===== src/rtl/prefix_adder32_pipe.sv =====
// Three-stage pipelined Kogge-Stone adder with a valid/ready handshake.
// S1 holds generate/propagate, S2 the first half of the prefix tree, S3 the result.
`timescale 1ns/1ps
module prefix_adder32_pipe #(
  parameter int WIDTH = 32
) (
  input  logic             clk,
  input  logic             rst_n,
  input  logic             in_valid,
  output logic             in_ready,
  input  logic [WIDTH-1:0] a,
  input  logic [WIDTH-1:0] b,
  input  logic             cin,
  output logic             out_valid,
  input  logic             out_ready,
  output logic [WIDTH-1:0] sum,
  output logic             carry,
  output logic             overflow
);

  localparam int L = $clog2(WIDTH);
  localparam int H = (L + 1) / 2;

  logic             v1, v2, v3;
  logic             en1, en2, en3;
  logic [WIDTH-1:0] g1, pp1, p1;
  logic [WIDTH-1:0] g2, pp2, p2;
  logic             c1, c2;
  logic [WIDTH-1:0] g_in, p_in;
  logic [WIDTH-1:0] g_fold, pp_fold;

  assign en3       = !v3 || out_ready;
  assign en2       = !v2 || en3;
  assign en1       = !v1 || en2;
  assign in_ready  = en1;
  assign out_valid = v3;

  // cin is merged into bit 0 so that every prefix node ends up holding G[i:-1];
  // the group reaching below bit 0 has no propagate, hence the cleared P bit.
  assign g_in    = a & b;
  assign p_in    = a ^ b;
  assign g_fold  = {g_in[WIDTH-1:1], g_in[0] | (p_in[0] & cin)};
  assign pp_fold = {p_in[WIDTH-1:1], 1'b0};

  logic [WIDTH-1:0] lg [0:L];
  logic [WIDTH-1:0] lp [0:L-1];

  assign lg[0] = g1;
  assign lp[0] = pp1;

  for (genvar k = 1; k <= L; k++) begin : g_lvl
    localparam int D = 1 << (k - 1);
    logic [WIDTH-1:0] gs, ps;
    if (k == H + 1) begin : g_src_reg
      assign gs = g2;
      assign ps = pp2;
    end else begin : g_src_comb
      assign gs = lg[k-1];
      assign ps = lp[k-1];
    end
    assign lg[k] = gs | (ps & (gs << D));
    if (k < L) begin : g_p
      assign lp[k] = ps & (ps << D);
    end
  end

  always_ff @(posedge clk or negedge rst_n) begin
    if (!rst_n) begin
      v1  <= 1'b0;
      g1  <= '0;
      pp1 <= '0;
      p1  <= '0;
      c1  <= 1'b0;
    end else if (en1) begin
      v1  <= in_valid;
      g1  <= g_fold;
      pp1 <= pp_fold;
      p1  <= p_in;
      c1  <= cin;
    end
  end

  always_ff @(posedge clk or negedge rst_n) begin
    if (!rst_n) begin
      v2  <= 1'b0;
      g2  <= '0;
      pp2 <= '0;
      p2  <= '0;
      c2  <= 1'b0;
    end else if (en2) begin
      v2  <= v1;
      g2  <= lg[H];
      pp2 <= lp[H];
      p2  <= p1;
      c2  <= c1;
    end
  end

  // lg[L][i] is the carry into bit i+1, so the MSB pair gives signed overflow.
  always_ff @(posedge clk or negedge rst_n) begin
    if (!rst_n) begin
      v3       <= 1'b0;
      sum      <= '0;
      carry    <= 1'b0;
      overflow <= 1'b0;
    end else if (en3) begin
      v3       <= v2;
      sum      <= p2 ^ {lg[L][WIDTH-2:0], c2};
      carry    <= lg[L][WIDTH-1];
      overflow <= lg[L][WIDTH-1] ^ lg[L][WIDTH-2];
    end
  end

endmodule


===== config.mk =====
export PLATFORM = sky130hd
export DESIGN_NAME = prefix_adder32_pipe
export DESIGN_NICKNAME = d
export VERILOG_FILES = /design/src/rtl/prefix_adder32_pipe.sv
export SDC_FILE = /design/constraint.sdc
export NUM_CORES = 1
export LEC_CHECK = 0
export BUFFER_PORTS_ARGS = -buffer_cell sky130_fd_sc_hd__buf_2
export CORE_MARGIN = 2
export CORE_UTILIZATION = 50
export DETAILED_ROUTE_END_ITERATION = 16
export HOLD_SLACK_MARGIN = 0.08
export PLACE_DENSITY_LB_ADDON = 0.05
export SYNTH_ARGS = -nofsm -noshare
export SYNTH_HDL_FRONTEND = slang
export SYNTH_SLANG_ARGS = --single-unit

===== constraint.sdc =====
create_clock -name clk -period 1.6 [get_ports clk]
set_input_delay 0.32 -clock clk [delete_from_list [all_inputs] [get_ports clk]]
set_output_delay 0.32 -clock clk [all_outputs]
set_load 0.02 [all_outputs]

==> impl_metrics.toml, run 1 <==
[worst_setup_path]
max_stage_delay_ps = 390
cp_top_family = "flip-flops"
critical_path_required_ps = 1280
critPathMaxFanout = 2
cp-end-kind = "output port"
startpoint_type = "register"
crit_chain = "and3b_2 -> nand2_8 -> buf_6 -> buf_6"
cp_slowest_cell = "dfrtp_2"
crit_buf_inv = 2
cp_data_arrival_time_ps = 1390
rrSetupSlack_ps = -40
path_class = "register to output port"
crit_top_cell = "buf_6"

[global_route]
grt_pass1_vias = 6502
grtUsageTotal = 0.249
grt_max_degree = 46
antenna_found_initial = 0
overflow = 0
grt_pass1_wl_um = 35400

[sta]
fin_ws_ps = -105
hold_slack_ps = 104
fmax_mhz = 586
drv_slew = 0
hold_viol_final = 0
worst_pin_slew_ps = 477
skew_ps = 8.98
finalSetupViolCount = 31
rsz0062_at_grt = "true"
finalCritPeriodShare = 1.07
max-slew-margin-rel = 0.679
tns_ps = -623
fin_crit_ps = 1710

[power]
vdd.ir_drop.worst_uv = 820
power_density_mw_per_mm2 = 1400
p_total_mw = 14.7
seq_power_share = 0.445
switching_share = 0.315
p_sw_mw = 4.62
clockPowerShare = 0.322
p_leak_nw = 5.00
power_frac_comb = 0.233
internal-power_mw = 10.0

[yosys]
synthFlopType = "dfrtp_1"
async_flop_share = 1.00
synth_nets = 926
ys_types = 44
seq_area_frac_synth = 0.547
yosysWarnings = 0
synth_top_area_frac = 0.547
yosysMostFrequentCell = "dfrtp_1"
yosysTopAreaCell = "dfrtp_1"
synth_edf_count = 0
syn_area_per_cell_sq_um = 10.6
yosys_register_bits = 191
synth_commonest_cells = "191 x dfrtp_1, 165 x nand2_1, 66 x a21oi_1, 60 x nor2_1, 50 x mux2_2"
syn_area_sq_mm = 0.00874
netlist_top_cells_area = "dfrtp_1 55%, nand2_1 7.1%, mux2_2 6.4%, ha_1 4.6%, a21oi_1 3.8%"
syn_inst = 825

[final_layout]
n_antenna_cell = 0
syn2layout_area_growth_pct = 20.1
final.fill_count = 1487
drive_gt1_frac = 0.260
stdcell_count = 1187
multiInputGateArea_sq_mm = 0.00382
fin_nets = 1050
seqCellArea_sq_mm = 0.00478

[detailed_routing]
drt_wl_total_um = 21800
dr_total_vias = 6490
drtAntennaViolNets = 0
first_pass_iters = 5
post-route-drc-count = 0
wl_per_cell_um = 18.4
drt_iter0_markers = 526
vias_per_cell = 5.47

[clock_network]
cts_tree = "yes"
ctsRootBufferMaster = "clkbuf_16"
cts.clk_slew.worst_paths_ps = 70
clk_latency_ps = 430
htree_levels = 4
cts_sinks = 191
cts_made_buffers = 17
ctsLongestPathBuffers = 2

[status]
status = "complete, but fails checks"
violations = "negative setup slack"

[die]
ios = 105
start_util = 0.509
core_sq_mm = 0.0172
rows = 48
die_x_um = 136
dieArea_sq_mm = 0.0185
die_h_um = 136

[placement]
numPortBuffers = 104
dp_hpwl_um = 16500
place_congestion = 0.949
dp_cells = 1151

[min_path]
hold_path.class = "input pin to register"

[job]
drv_cap = 0
==> power groups by stage <==
| stage | clock, mW | combinational [mW] | sequential (mW) |
|---|---|---|---|
| 6_report | 4.72 | 3.42 | 6.53 |
| 3_3_place_gp | 0 | 3.32 | 6.56 |
| 3_5_place_dp | 0 | 3.38 | 6.61 |
| 2_1_floorplan | 0 | 1.78 | 6.75 |
| 4_1_cts | 4.79 | 3.43 | 6.52 |
| 5_1_grt | 4.97 | 3.79 | 6.65 |
==> timing repair <==
| item | in CTS | in global routing |
|---|---|---|
| endpoints found under the setup margin | 1 | 61 |
| setup buffers | 3 | 0 |
| pin swaps | 2 | 0 |
| hold buffers | 1 | 0 |
| resized for setup | 7 | 7 |
| hold endpoints to repair | 166 | 0 |
==> cell families (layout without fill, tap and decap cells) <==
group                    Yosys count  count (layout)  share of synthesized area
multiplexers                      66              66                     0.0920
flip-flops                       191             191                      0.547
AND/OR/NAND/NOR                  277             277                      0.132
buffers and inverters             40             177                     0.0218
XOR/XNOR                          33              33                     0.0331
adder cells (fa/ha/maj)           32              32                     0.0458
AO/OA/AOI/OAI                    186             186                      0.128
==> state kept, by name (all words and copies together) (netlist names) <==
register	count
c1	1
c2	1
carry	1
g1	32
g2	32
g_lvl.ps	24
out_valid	1
overflow	1
p1	32
p2	32
sum	32
v1	1
v2	1
==> layer usage <==
| layer | vias up | track usage | wire (um) |
|---|---|---|---|
| li1 | 3122 | - | - |
| met1 | 3159 | 0.390 | 11200 |
| met2 | 187 | 0.354 | 9310 |
| met3 | 22 | 0.0488 | 1070 |
| met4 | 0 | 0.0631 | 262 |
| met5 | - | 0 | 0 |
==> cell type report <==
| class | instances | area share |
|---|---|---|
| flip-flops and latches | 191 | 0.456 |
| clock buffers | 20 | 0.0435 |
| repair buffers | 144 | 0.0902 |
| clock inverters | 12 | 0.0196 |
| well taps | 225 | 0.0268 |
| inverters | 1 | 0.000358 |
| multi-input cells | 594 | 0.364 |
==> cells in the final DEF (no fill, tap or decap), types with 9 or more instances in the layout <==
cell	count
mux2_2	50
and2_1	12
nand2_1	165
mux2_4	16
o21ai_0	48
o22ai_1	9
ha_1	32
nor2_1	60
nand2b_1	9
clkbuf_16	17
a31oi_1	12
buf_4	28
buf_2	102
dfrtp_1	190
nand3_1	10
a21oi_1	66
xnor2_1	25
a21o_1	16
nand4_1	9
==> per-stage QoR <==
| stage | worst slack [ps] | util | area [sq um] |
|---|---|---|---|
| final | -105 | 0.611 | 10500 |
| after global routing | -142 | 0.611 | 10500 |
| after CTS | -117 | 0.609 | 10500 |
| after detailed placement | -11.0 | 0.567 | 9740 |
| after global placement | -9.84 | 0.567 | 9740 |
| after floorplan | 15.0 | - | 8740 |
==> worst paths after layout <==
path	from	cells after the start	to
setup / recovery	out_valid$_DFFE_PN0P_	4	in_ready
hold / removal	in_valid	2	v1$_DFFE_PN0P_
setup reg to reg	out_valid$_DFFE_PN0P_	5	p1[21]$_DFFE_PN0P_
hold reg to reg	sum[27]$_DFFE_PN0P_	2	sum[27]$_DFFE_PN0P_
max in group asynchronous	rst_n	3	out_valid$_DFFE_PN0P_
min in group asynchronous	rst_n	2	sum[24]$_DFFE_PN0P_
Note: power is estimated with default switching activity, not from simulation.
==> run 2, diff against run 1 <==
--- a/config.mk
+++ b/config.mk
@@ -11,6 +11,7 @@
 export DETAILED_ROUTE_END_ITERATION = 16
 export HOLD_SLACK_MARGIN = 0.08
 export PLACE_DENSITY_LB_ADDON = 0.05
+export REMOVE_ABC_BUFFERS = 1
 export SYNTH_ARGS = -nofsm -noshare
 export SYNTH_HDL_FRONTEND = slang
 export SYNTH_SLANG_ARGS = --single-unit
==> run 2 against run 1 <==
The run still ends with negative setup slack left. Count of clock-buffer cells in the layout is 1 higher. Setup slack better by 26 ps. Global-route usage is 0.88 points lower. Die area stayed put. Total power is 4.2% lower. Largest cell class unchanged.
==> impl_metrics.toml, run 2 (synthesized netlist as in run 1, its figures left out) <==
[clock_network]
ctsRootBufferMaster = "clkbuf_16"
cts_made_buffers = 17
cts_sinks = 191
ctsLongestPathBuffers = 2
cts_tree = "yes"
cts.clk_slew.worst_paths_ps = 60
htree_levels = 4
clk_latency_ps = 430

[worst_setup_path]
path_depth = 4
r2r_start = "v2$_DFFE_PN0P_"
startpoint = "v2$_DFFE_PN0P_"
cp_data_arrival_time_ps = 1360
crit_chain = "and3b_2 -> nand2_4 -> buf_12 -> buf_8"
path_class = "register to output port"
critPathMaxFanout = 3
max_stage_delay_ps = 380
reg2reg_to = "g1[7]$_DFFE_PN0P_"
rrSetupSlack_ps = -60
critical_path_required_ps = 1280
cp-end-kind = "output port"
cp_slowest_cell = "dfrtp_1"
startpoint_type = "register"
crit_end = "in_ready"
r2r_cells = 5
crit_buf_inv = 2
cp_top_family = "flip-flops"

[power]
vdd.ir_drop.worst_uv = 829
power_density_mw_per_mm2 = 1350
p_leak_nw = 4.97
p_total_mw = 14.1

[job]
drv_cap = 0

[sta]
fin_ws_ps = -79.7
max-slew-margin-rel = 0.728
worst_pin_slew_ps = 404
hold_slack_ps = 110
drv_slew = 0
finalCritPeriodShare = 1.05
fin_crit_ps = 1680
rsz0062_at_grt = "true"
finalSetupViolCount = 10
fmax_mhz = 595
hold_viol_final = 0
skew_ps = 10.2

[final_layout]
final.fill_count = 1503
final_util = 0.608
fin_nets = 1047
fin_area_sq_mm = 0.0104
n_antenna_cell = 0
drive_gt1_frac = 0.261
final_common_cell = "dfrtp_1"
syn2layout_area_growth_pct = 19.6
mostFrequentLayoutCells = "190 x dfrtp_1, 165 x nand2_1, 102 x buf_2"

[die]
core_sq_mm = 0.0172
ios = 105
dieArea_sq_mm = 0.0185
die_x_um = 136
start_util = 0.509
die_h_um = 136
rows = 48

[placement]
numPortBuffers = 104
place_ws_ps = -24.7
dpl-instance-area_sq_mm = 0.00968
dp_hpwl_um = 15400
place_congestion = 0.832

[global_route]
grt_max_degree = 55
overflow = 0
grt_pass1_vias = 6611
antenna_found_initial = 0
grtUsageTotal = 0.241
grt_pass1_wl_um = 34400

[detailed_routing]
vias_per_cell = 5.49
post-route-drc-count = 0
wl_per_cell_um = 17.8
dr_total_vias = 6494
drt_wl_total_um = 21100
first_pass_iters = 5
drt_iter0_markers = 503
drtAntennaViolNets = 0

[status]
violations = "negative setup slack"
status = "complete, but fails checks"

[min_path]
hold_path.class = "input pin to register"
## run 2: cell types whose count changed in the layout (fill, tap and decap cells not counted), sizes merged
cell,change
clkbuf,+2
bufinv,-3
inv,-3
buf,-5
bufbuf,+1
clkinv,+1
clkinvlp,+3
## run 2: worst min path at each step
stage,depth (start not counted),startpoint,slack [ps],endpoint
floorplan,0,rst_n,20,c1$_DFFE_PN0P_
global placement,1,rst_n,260,c1$_DFFE_PN0P_
detailed placement,1,rst_n,260,c1$_DFFE_PN0P_
CTS,2,in_valid,100,v1$_DFFE_PN0P_
global route,2,in_valid,110,v1$_DFFE_PN0P_
finish,2,in_valid,110,v1$_DFFE_PN0P_
## run 2: routing by layer
metal	up-vias	GRT usage	wire length [um]	part of all wire
li1	3115	-	-	-
met1	3169	0.359	10100	0.48
met2	193	0.364	9640	0.46
met3	17	0.0406	1120	0.053
met4	0	0.0671	235	0.011
met5	-	0	0	0
## run 2: what timing repair did
action / 4_1_cts / 5_1_grt
endpoints found under the setup margin: 2 / 57
gates cloned: 1 / 1
endpoints found under the hold margin: 31 / 0
pin swaps: 2 / 4
gates resized for setup: 4 / 18
setup buffers: 4 / 2
hold buffers: 1 / 0
## run 2: per-stage QoR
stage,std cells,setup TNS (ps)
after floorplan,786,-250440
after global placement,1144,0
after detailed placement,1144,-24.7
after CTS,1181,-432
after global routing,1183,-1440
final,1183,-548
## run 2: area by class of cell
| cell class | count | area [sq um] | area share |
|---|---|---|---|
| clock buffers | 21 | 460 | 0.0441 |
| repair buffers | 141 | 978 | 0.0937 |
| multi-input cells | 594 | 3830 | 0.366 |
| inverters | 1 | 3.75 | 0.000359 |
| clock inverters | 10 | 114 | 0.0109 |
| well taps | 225 | 282 | 0.0269 |
| flip-flops and latches | 191 | 4780 | 0.458 |
## run 2: worst register-to-register path, stage by stage, from the launching register on
cell	delay (ps)
dfrtp_1	380
and3b_2	250
nand2_4	90
buf_4	180
bufbuf_16	300
mux2_2	330
## run 2: power breakdown
group	internal (mW)	total, mW	switching (mW)
sequential	5.72	6.48	0.758
combinational	1.46	3.42	1.96
clock	2.37	4.16	1.79
total	9.55	14.1	4.50
==> run 3, diff against run 2 <==
--- a/config.mk
+++ b/config.mk
@@ -7,7 +7,7 @@
 export LEC_CHECK = 0
 export BUFFER_PORTS_ARGS = -buffer_cell sky130_fd_sc_hd__buf_2
 export CORE_MARGIN = 2
-export CORE_UTILIZATION = 50
+export CORE_UTILIZATION = 58
 export DETAILED_ROUTE_END_ITERATION = 16
 export HOLD_SLACK_MARGIN = 0.08
 export PLACE_DENSITY_LB_ADDON = 0.05
==> run 3 against run 2 <==
The run still ends with negative setup slack left. First-iteration DRC count grew 0.20%. Non-clock buffer count decreased by 2. Cell count decreased by 3.6%. Global-route usage up 2.7 points. Sequential power hardly changed. Die area down 13%. Sequential share of layout area increased by 0.54 points. Via count up 1.3%. Combinational power about the same. Critical path type unchanged. Critical endpoint unchanged. Largest cell class unchanged.
==> impl_metrics.toml, run 3 (synthesized netlist as in run 1, its figures left out) <==
[clock_network]
cts_sinks = 191
clk_latency_ps = 430
cts.clk_slew.worst_paths_ps = 60
ctsLongestPathBuffers = 2
htree_levels = 4
cts_tree = "yes"
cts_made_buffers = 17
ctsRootBufferMaster = "clkbuf_16"

[final_layout]
final.fill_count = 1131
drive_gt1_frac = 0.253
n_antenna_cell = 0
fin_nets = 1045
final_common_cell = "dfrtp_1"
syn2layout_area_growth_pct = 18.2
seqCellArea_sq_mm = 0.00478
mostFrequentLayoutCells = "191 x dfrtp_1, 165 x nand2_1, 102 x buf_2"
multiInputGateArea_sq_mm = 0.00380
stdcell_count = 1141

[placement]
place_ws_ps = -53.9
numPortBuffers = 104
dp_cells = 1099
place_congestion = 0.863
dp_hpwl_um = 14800

[die]
start_util = 0.597
core_sq_mm = 0.0146
dieArea_sq_mm = 0.0161
ios = 105
die_x_um = 127
rows = 44
die_h_um = 127

[worst_setup_path]
cp_top_family = "flip-flops"
critPathMaxFanout = 3
critical_path_required_ps = 1280
max_stage_delay_ps = 390
startpoint_type = "register"
crit_chain = "and3b_2 -> nand2_4 -> buf_12 -> buf_8"
cp-end-kind = "output port"
crit_buf_inv = 2
cp_data_arrival_time_ps = 1360
cp_slowest_cell = "dfrtp_1"
path_class = "register to output port"

[status]
status = "complete, but fails checks"
violations = "negative setup slack"

[global_route]
grt_max_degree = 49
grt_pass1_wl_um = 33600
overflow = 0
grtUsageTotal = 0.267
grt_pass1_vias = 6484
antenna_found_initial = 0

[sta]
fin_crit_ps = 1680
fin_ws_ps = -81.4
worst_pin_slew_ps = 468
skew_ps = 8.09
hold_slack_ps = 104
max-slew-margin-rel = 0.685
fmax_mhz = 595
hold_viol_final = 0
finalCritPeriodShare = 1.05
finalSetupViolCount = 18
rsz0062_at_grt = "true"
drv_slew = 0

[detailed_routing]
dr_total_vias = 6577
vias_per_cell = 5.76
wl_per_cell_um = 18.5
drt_wl_total_um = 21100
first_pass_iters = 5
post-route-drc-count = 0
drtAntennaViolNets = 0
drt_iter0_markers = 504

[power]
power_density_mw_per_mm2 = 1340
p_total_mw = 13.8
p_leak_nw = 4.94
vdd.ir_drop.worst_uv = 783

[job]
drv_cap = 0

[min_path]
hold_path.class = "input pin to register"
run 3: worst paths after layout:
kind,slack (ps),startpoint,depth (start not counted),to
max,-80,out_valid$_DFFE_PN0P_,4,in_ready
max reg2reg,-20,out_valid$_DFFE_PN0P_,5,p1[10]$_DFFE_PN0P_
min in group asynchronous,370,rst_n,2,p2[3]$_DFFE_PN0P_
max in group asynchronous,630,rst_n,3,g_lvl[4].ps[11]$_DFFE_PN0P_
min,100,in_valid,2,v1$_DFFE_PN0P_
min reg2reg,480,sum[8]$_DFFE_PN0P_,2,sum[8]$_DFFE_PN0P_
run 3: report_power, final:
group / switching [mW] / total [mW] / internal [mW]
Clock: 1.79 / 3.90 / 2.11
Combinational: 1.96 / 3.40 / 1.44
Sequential: 0.769 / 6.49 / 5.72
run 3: metrics by stage:
step                      utilization  cell area [sq um]  setup TNS [ps]
after global routing            0.705              10300           -1270
after detailed placement        0.657               9620           -53.9
final                           0.705              10300            -238
after global placement          0.657               9620               0
after CTS                       0.699              10200           -1010
after floorplan                     -               8550         -250440
run 3: layout make-up:
| class | count | area share |
|---|---|---|
| clock buffer | 23 | 0.0463 |
| clock inverter | 9 | 0.00594 |
| inverter | 1 | 0.000364 |
| multi-input combinational | 594 | 0.368 |
| sequential | 191 | 0.463 |
| tap | 184 | 0.0223 |
| timing repair buffer | 139 | 0.0937 |
run 3: routing by layer:
layer  track usage  wire length [um]  part of all wire  vias to the layer above
met4        0.0840               386             0.018                        0
met2         0.420              9760              0.46                      220
met3        0.0443              1220             0.058                       32
li1              -                 -                 -                     3100
met5             0                 0                 0                        -
met1         0.387              9760              0.46                     3225
run 3: repair_timing:
item	CTS	global route
gates resized for setup	5	7
hold buffers	1	0
pin swaps	2	1
hold endpoints to repair	30	0
setup endpoints to repair	2	70
gates cloned	1	2
setup buffers	3	3
